[config.mk]
export PLATFORM = sky130hd
export DESIGN_NAME = mult_seq_ctrl_flat
export DESIGN_NICKNAME = d
export VERILOG_FILES = /design/src/rtl/mult_seq_if.sv /design/src/rtl/mult_seq_ctrl.sv /design/src/flat_wrapper.sv
export SDC_FILE = /design/constraint.sdc
export NUM_CORES = 1
export LEC_CHECK = 0
export BUFFER_PORTS_ARGS = -buffer_cell sky130_fd_sc_hd__buf_2
export CELL_PAD_IN_SITES_DETAIL_PLACEMENT = 1
export CELL_PAD_IN_SITES_GLOBAL_PLACEMENT = 1
export CORE_MARGIN = 10
export CORE_UTILIZATION = 50
export CTS_BUF_LIST = sky130_fd_sc_hd__clkbuf_16
export DETAILED_ROUTE_END_ITERATION = 8
export HOLD_SLACK_MARGIN = 0.15
export PLACE_DENSITY = 0.92
export RECOVER_POWER = 100
export SLEW_MARGIN = 40
export SYNTH_ARGS = -nofsm -noshare
export SYNTH_HDL_FRONTEND = slang
export SYNTH_SLANG_ARGS = --single-unit
[constraint.sdc]
create_clock -name clk -period 14 [get_ports clk]
set_input_delay 4.2 -clock clk [delete_from_list [all_inputs] [get_ports clk]]
set_output_delay 4.2 -clock clk [all_outputs]
set_load 0.01 [all_outputs]
[src/rtl/mult_seq_if.sv]
// Handshake bundle between the EXE stage and the sequential multiplier controller.
interface mult_seq_if;
  logic        mult_valid;
  logic        mult_ready;
  logic        mult_signed;
  logic [31:0] mult_op1;
  logic [31:0] mult_op2;
  logic        cancel;
  logic        res_valid;
  logic        res_ready;
  logic [63:0] product;
  logic        busy;

  modport master (
    output mult_valid, mult_signed, mult_op1, mult_op2, cancel, res_ready,
    input  mult_ready, res_valid, product, busy
  );

  modport slave (
    input  mult_valid, mult_signed, mult_op1, mult_op2, cancel, res_ready,
    output mult_ready, res_valid, product, busy
  );
endinterface

[src/rtl/mult_seq_ctrl.sv]
// Iterative shift-add MULT/MULTU sequencer: IDLE -> CALC -> SIGN -> DONE -> IDLE.
// Optional feature macro: MULT_EARLY_OUT_EN (finish CALC as soon as the multiplier is exhausted).
module mult_seq_ctrl #(
  parameter int BITS_PER_CYCLE = 1
) (
  input logic        clk,
  input logic        reset,
  mult_seq_if.slave  bus
);

  localparam int N     = 32 / BITS_PER_CYCLE;
  localparam int CNT_W = $clog2(N);

  generate
    if (!(BITS_PER_CYCLE == 1 || BITS_PER_CYCLE == 2 || BITS_PER_CYCLE == 4)) begin : g_bpc_check
      $error("mult_seq_ctrl: BITS_PER_CYCLE must be 1, 2 or 4");
    end
  endgenerate

  typedef enum logic [1:0] {
    IDLE = 2'd0,
    CALC = 2'd1,
    SIGN = 2'd2,
    DONE = 2'd3
  } state_t;

  state_t             state;
  state_t             state_nxt;
  logic [CNT_W-1:0]   cnt;
  logic               neg;
  logic [63:0]        mcand;
  logic [31:0]        mplier;
  logic [63:0]        acc;
  logic [63:0]        product_r;
  logic               accept;
  logic               last_iter;
  logic               skip;

  // Magnitude of an operand; 0x8000_0000 maps to unsigned 2^31, which is exact here.
  function automatic logic [31:0] abs_op(input logic [31:0] v, input logic sgn);
    logic signed [31:0] s;
    s = signed'(v);
    if (sgn && s < 0)
      return 32'(-s);
    return v;
  endfunction

  function automatic logic [63:0] partial(input logic [63:0] mc,
                                          input logic [BITS_PER_CYCLE-1:0] digit);
    logic [63:0] sum;
    sum = '0;
    for (int i = 0; i < BITS_PER_CYCLE; i++)
      if (digit[i])
        sum = sum + (mc << i);
    return sum;
  endfunction

  function automatic logic [63:0] sign_fix(input logic [63:0] a, input logic n);
    return n ? (~a + 64'd1) : a;
  endfunction

  assign accept    = (state == IDLE) && bus.mult_valid && !bus.cancel;
  assign last_iter = (cnt == CNT_W'(N - 1));

`ifdef MULT_EARLY_OUT_EN
  assign skip = (mplier == 32'd0);
`else
  assign skip = 1'b0;
`endif

  always_ff @(posedge clk) begin
    if (reset)
      state <= IDLE;
    else
      state <= state_nxt;
  end

  always_comb begin
    state_nxt = state;
    case (state)
      IDLE: if (accept)                 state_nxt = CALC;
      CALC: if (skip || last_iter)      state_nxt = SIGN;
      SIGN:                             state_nxt = DONE;
      DONE: if (bus.res_ready)          state_nxt = IDLE;
      default:                          state_nxt = IDLE;
    endcase
    if (bus.cancel)
      state_nxt = IDLE;
  end

  // Control-side registers: iteration count, sign flag and the held result.
  always_ff @(posedge clk) begin
    if (reset) begin
      cnt       <= '0;
      neg       <= 1'b0;
      product_r <= '0;
    end else begin
      case (state)
        IDLE: if (accept) begin
          cnt <= '0;
          neg <= bus.mult_signed & (bus.mult_op1[31] ^ bus.mult_op2[31]);
        end
        CALC: if (!skip) cnt <= cnt + CNT_W'(1);
        SIGN: if (!bus.cancel) product_r <= sign_fix(acc, neg);
        default: ;
      endcase
    end
  end

  // Shift-add datapath; contents only matter between accept and SIGN.
  always_ff @(posedge clk) begin
    if (state == IDLE) begin
      if (accept) begin
        mcand  <= {32'd0, abs_op(bus.mult_op1, bus.mult_signed)};
        mplier <= abs_op(bus.mult_op2, bus.mult_signed);
        acc    <= '0;
      end
    end else if (state == CALC && !skip) begin
      acc    <= acc + partial(mcand, mplier[BITS_PER_CYCLE-1:0]);
      mcand  <= mcand << BITS_PER_CYCLE;
      mplier <= mplier >> BITS_PER_CYCLE;
    end
  end

  // A cancel in DONE withdraws the result in the same cycle so it cannot be consumed.
  assign bus.mult_ready = (state == IDLE);
  assign bus.res_valid  = (state == DONE) && !bus.cancel;
  assign bus.busy       = (state != IDLE);
  assign bus.product    = product_r;

endmodule

[src/flat_wrapper.sv]
// flat-port wrapper written by rule: the top's interface ports become plain ports
module mult_seq_ctrl_flat 
#(
  parameter int BITS_PER_CYCLE = 1
)
  (clk, reset, bus_mult_valid, bus_mult_signed, bus_mult_op1, bus_mult_op2, bus_cancel, bus_res_ready, bus_mult_ready, bus_res_valid, bus_product, bus_busy);
  mult_seq_if bus_i ();
  input logic clk;
  input logic reset;
  input wire logic [$bits(bus_i.mult_valid)-1:0] bus_mult_valid;
  input wire logic [$bits(bus_i.mult_signed)-1:0] bus_mult_signed;
  input wire logic [$bits(bus_i.mult_op1)-1:0] bus_mult_op1;
  input wire logic [$bits(bus_i.mult_op2)-1:0] bus_mult_op2;
  input wire logic [$bits(bus_i.cancel)-1:0] bus_cancel;
  input wire logic [$bits(bus_i.res_ready)-1:0] bus_res_ready;
  output wire logic [$bits(bus_i.mult_ready)-1:0] bus_mult_ready;
  output wire logic [$bits(bus_i.res_valid)-1:0] bus_res_valid;
  output wire logic [$bits(bus_i.product)-1:0] bus_product;
  output wire logic [$bits(bus_i.busy)-1:0] bus_busy;
  assign bus_i.mult_valid = bus_mult_valid;
  assign bus_i.mult_signed = bus_mult_signed;
  assign bus_i.mult_op1 = bus_mult_op1;
  assign bus_i.mult_op2 = bus_mult_op2;
  assign bus_i.cancel = bus_cancel;
  assign bus_i.res_ready = bus_res_ready;
  assign bus_mult_ready = bus_i.mult_ready;
  assign bus_res_valid = bus_i.res_valid;
  assign bus_product = bus_i.product;
  assign bus_busy = bus_i.busy;
  mult_seq_ctrl #(.BITS_PER_CYCLE(BITS_PER_CYCLE)) u_core (.clk(clk), .reset(reset), .bus(bus_i));
endmodule
Yosys cells after proc, flatten, opt, wreduce, memory -nomap -nowiden. Cells that the tools add are included.

Add/sub/neg operators: 5. Magnitude comparators: 2. Equality and inequality tests: 7. Muxes and demuxes: 29. Bitwise operators: 4. Reduce and logical (&&, ||, !) cells: 14.

Operators with widths (count): 64-bit two-way mux (10); 32-bit two-way mux (7); 64-bit by 1-bit adder with 64-bit output (second input constant) (1); 64-bit adder (1); 32-bit by 1-bit < comparator with 1-bit output (second input constant) (2); 32-bit negation (2); 64-bit NOT (1); 5-bit case mux with 2 select lines (1); 2-bit case mux with 4 select lines (1); 1-bit two-way mux (6); 2-bit two-way mux (3); 2-bit AND reduction (3); 5-bit by 1-bit adder with 5-bit output (second input constant) (1); 5-bit equality test (second input constant) (1); 1-bit logical AND (5); 5-bit two-way mux (1); 2-bit equality test (second input constant) (2); 2-bit by 1-bit != test with 1-bit output (second input constant) (2); 2-bit nonzero test (2); 3-bit AND reduction (1); 2-bit by 1-bit equality test with 1-bit output (second input constant) (1); 2-bit zero test (1); 2-bit != test (second input constant) (1); 2-bit OR reduction (1); other kinds (4) (4).

Bits in registers: 232. Bits of input ports: 70. Output and inout port bits: 67. Word-level logic and storage cells: 68.

Longest topological paths before layout.
Word-level depth: 8. Gate-level depth with buffers: 15.

Least setup slack after synthesis. OpenSTA, ideal clock, no wires.

Path type: input to output. From: input port bus_cancel. To: output port bus_res_valid. Data arrival time: 4.378 ns. Setup slack: 5.422 ns. Stages on the path: 1. Path through: nor2b_1.

Longest elaborated chain between the ends: 2.

Ends and longest elaborated chain: from (decl) (RTL line flat_wrapper.sv:14) `input wire logic [$bits(bus_i.cancel)-1:0] bus_cancel;`; 1-bit zero test (RTL line mult_seq_ctrl.sv:127) `assign bus.res_valid = (state == DONE) && !bus.cancel;`; 1-bit logical AND (RTL line mult_seq_ctrl.sv:127); to (decl) (RTL line flat_wrapper.sv:17) `output wire logic [$bits(bus_i.res_valid)-1:0] bus_res_valid;`.

No other way between the ends.

Final worst setup path.
From: input port bus_cancel. To: register u_core.mplier[22] (enable).

Longest elaborated chain between the ends: 4.

Ends and longest elaborated chain: 1-bit zero test (RTL line mult_seq_ctrl.sv:62) `assign accept = (state == IDLE) && bus.mult_valid && !bus.cancel;`; 1-bit logical AND (RTL line mult_seq_ctrl.sv:62); 2-bit by 1-bit != test with 1-bit output (no line); 2-bit AND reduction (no line); to (signal assigned) (RTL line mult_seq_ctrl.sv:115) `mplier <= abs_op(bus.mult_op2, bus.mult_signed);`; to (signal assigned) (RTL line mult_seq_ctrl.sv:121) `mplier <= mplier >> BITS_PER_CYCLE;`; to (decl) (RTL line mult_seq_ctrl.sv:32) `logic [31:0] mplier;`.

No other way between the ends. A chain may end at the register's enable or synchronous reset.

==> run_results.csv <==
group,metric,value,unit
critical_path,path_cells,"clkbuf_1 > nand3b_1 > a21boi_0 > clkinvlp_2 > clkbuf_1 > buf_6",
sta,layout_setup_ws,4.92,ns
placement,dp_hpwl,34600,µm
yosys,synthesis.area_per_instance,8.95,µm²
clock_network,root_buffer,"clkbuf_16",
detailed_routing,postRouteAntennaNets,0,
clock_network,cts.htree.levels,1,
power,switching_share,0.284,
yosys,async_reset_ff_frac,0,
global_routing,use_met2,0.413,
critical_path,cp_slowest_stage_delay,2.32,ns
detailed_routing,vias,13400,
critical_path,setup.worst_path.end_class,"flip-flop",
power,seq_power_share,0.441,
clock_network,clk_latency,0.55,ns
critical_path,required,14.16,ns
yosys,synth_xor_area_frac,0.104,
yosys,synth_compound_area_frac,0.182,
critical_path,cpMaxStageDelayCell,"clkbuf_1",
yosys,synth.distinct_cells,64,
die,initial_core_util,0.509,
sta,drv_slew,459,
sta,fmax,110,MHz
detailed_routing,drt-initial-drc-count,1052,
yosys,synthCells,1696,
detailed_routing,vias_per_cell,6.08,
yosys,synth_adder_area_share,0.0607,
clock_network,post_cts_resized,0,
power,power_frac_comb,0.175,
yosys,yosysWarningCount,0,
critical_path,criticalPathCategory,"in -> reg",
critical_path,worstPathMaxFanout,77,
yosys,synth_edf_count,160,
critical_path,critPathLaunchType,"primary input",
run_status,status,"complete, but fails checks",
yosys,yosys_most_used_dff,"edfxtp_1",
final_layout,nets,1924,
placement,io_buffers,136,
power,power_frac_clock,0.384,
clock_network,cts_buffers,27,
sta,max_slew_margin,-2.24,
sta,setup_violations,0,
placement,post-place-ws,5.17,ns
flow_run,max_cap_viol_count,6,
critical_path,crit_arrival,9.24,ns
yosys,synth.area.top_cells,"edfxtp_1, dfxtp_1, nor2_1, ha_1, xor2_1",
run_status,violations,"max-capacitance violations, max-slew violations",
yosys,synth_top_area_cell,"edfxtp_1",
sta,tns,0,ns
detailed_routing,first_pass_iters,5,
final_layout,area_growth,11.1,%
power,p_int,1.30,mW
global_routing,grt_overflow,0,
critical_path,cp_common_cell,"clkbuf_1",
sta,worst-slew-pin-transition,4.85,ns
placement,gp_congestion,0.951,
global_routing,grt_pass1_wl,75800,µm
power,p_leak,6.02,nW
final_layout,nFillCells,3487,
global_routing,grt_max_degree,121,
sta,hold_violations,0,
final_layout,drive_gt1_frac,0.0783,
global_routing,grtUsageTotal,0.238,
clock_network,cts_tree,"done",
die,ioPinCount,137,
yosys,netlist.area_leader.share,0.317,
critical_path,path_delay_family,"buffers and inverters",
detailed_routing,wl_per_cell,21.6,µm
power,ir_worst_vdd,0.0000787,V
global_routing,grt-busiest-layer,"met2",
clock_network,cts_hold_buf,0,
clock_network,cts.path.max_buffers,3,
power,p_sw,0.517,mW
clock_network,clock_sinks,232,
placement,dpl_cell_area,16100,µm²
sta,clock_skew,0.0250,ns
die,rows,63,
power,p_total,1.82,mW
clock_network,path_clk_slew,0.06,ns
detailed_routing,wl,47400,µm
global_routing,use_met1,0.295,
global_routing,grt_pass1_vias,14100,
die,die_w,194,µm
sta,rsz0062_at_grt,"false",
die,core,29800,µm²
global_routing,antenna_found_initial,6,
yosys,ys_ff_latch,232,
die,chipHeight,194,µm
yosys,synth_top_family_by_area,"simple AND/OR/NAND/NOR gates",
global_routing,met3_usage,0.0477,
die,die-area,37700,µm²
critical_path,critical_path_buf_inv_count,4,
yosys,yosys.area_share.simple,0.200,
clock_network,cts_setup_buffers,0,
final_layout,fin_area,16900,µm²
yosys,synth_area,15200,µm²
yosys,ys_seq_area_frac,0.412,
detailed_routing,drc,0,
hold_path,holdCritPathClass,"reg -> reg",
yosys,synthMuxAreaShare,0.0110,
sta,fin_crit_sh,0.649,
yosys,synth_nets,1839,
power,p_per_area,108,nW/µm²
sta,finalCriticalPeriod,9.08,ns
==> cell usage in the layout (no fill, tap or decap), types with 10 or more instances in the layout <==
cell | netlist | routed
xnor2_1 | 78 | 78
nand3_1 | 12 | 12
or3_1 | 14 | 14
nor2_1 | 256 | 256
xor2_1 | 102 | 102
or4_1 | 10 | 10
o21ai_0 | 78 | 78
dfxtp_1 | 72 | 71
nand4_1 | 22 | 22
nor4_1 | 15 | 15
nor3_1 | 32 | 32
a21o_1 | 25 | 25
clkbuf_1 | 78 | 76
a21oi_1 | 163 | 163
nand2b_1 | 10 | 10
edfxtp_1 | 160 | 160
ha_1 | 72 | 72
clkbuf_16 | 0 | 29
and2_1 | 69 | 62
inv_1 | 33 | 36
mux2_2 | 13 | 13
o31ai_1 | 27 | 27
a211oi_1 | 59 | 59
nor2b_1 | 44 | 43
buf_2 | 2 | 65
nand2_1 | 122 | 122
o41ai_1 | 11 | 11
o21bai_1 | 15 | 15
==> synth_stat cells, drive strengths merged, types with 11 or more instances <==
master,instances
buf,11
clkbuf,78
xnor2,78
ha,72
mux2,13
nor4,16
edfxtp,160
o41ai,12
inv,33
xor2,102
nor2b,44
nand3,13
nor3,32
nand2,122
a211oi,59
o21ai,78
dfxtp,72
o31ai,29
nor2,256
a21o,25
o21bai,15
and2,69
or4,12
nand4,22
or3,18
a21oi,163
==> flip-flops by register name, indices dropped and copies added, names as in the netlist <==
signal	cells
u_core.neg	1
u_core.bus.product	64
u_core.acc	64
u_core.state	2
u_core.mcand	64
u_core.mplier	32
u_core.cnt	5
==> routing by layer <==
metal	wire length [µm]	vias up
met5	21	-
met4	1080	4
met3	3340	101
met2	23000	435
met1	20000	6530
li1	-	6285
==> path summary, 6_finish.rpt <==
kind                     startpoint                      to  slack (ns)  depth (start not counted)
max                      bus_cancel       u_core.mplier[22]        4.92                          6
min          u_core.bus.product[56]  u_core.bus.product[56]        0.46                          2
max reg2reg         u_core.state[0]       u_core.mplier[21]        5.98                          6
min reg2reg  u_core.bus.product[56]  u_core.bus.product[56]        0.46                          2
==> power by group through the flow <==
stage	logic [mW]	clock network (mW)	registers, mW
after detailed placement	0.307	0	0.813
after global routing	0.349	0.734	0.805
final	0.318	0.698	0.802
after floorplan	0.222	0	0.806
after CTS	0.313	0.705	0.800
after global placement	0.290	0	0.811
==> tightest hold or removal path: stages (launching register included) <==
cell     delay, ns
dfxtp_1       0.31
nand2_1       0.05
a21oi_1       0.05
==> area by class of cell <==
cell class	instances	area [µm²]	share of cell area
Antenna cell	4	10.0	0.000594
Clock buffer	29	726	0.0430
Clock inverter	20	139	0.00824
Inverter	33	125	0.00742
Multi-Input combinational cell	1342	8480	0.503
Sequential cell	232	6250	0.371
Tap cell	390	488	0.0289
Timing Repair Buffer	145	644	0.0382
==> logic make-up (layout without fill, tap and decap cells) <==
family                     Yosys count  count (layout)
DFF                                232             232
adders and majority gates           73              73
muxes                               15              15
other                                0               4
AOI/OAI and AO/OA                  440             440
buffers and inverters              122             227
xor gates and xnor gates           180             180
and+or+nand+nor                    634             634
==> per-stage QoR <==
| step | instances | hold slack, ns | utilization |
|---|---|---|---|
| after floorplan | 1696 | 0.460 | - |
| after global placement | 2141 | 0.437 | 0.540 |
| after detailed placement | 2141 | 0.450 | 0.540 |
| after CTS | 2190 | 0.459 | 0.569 |
| after global routing | 2191 | 0.498 | 0.565 |
| final | 2195 | 0.460 | 0.566 |
(Power assumes the default switching activity.)
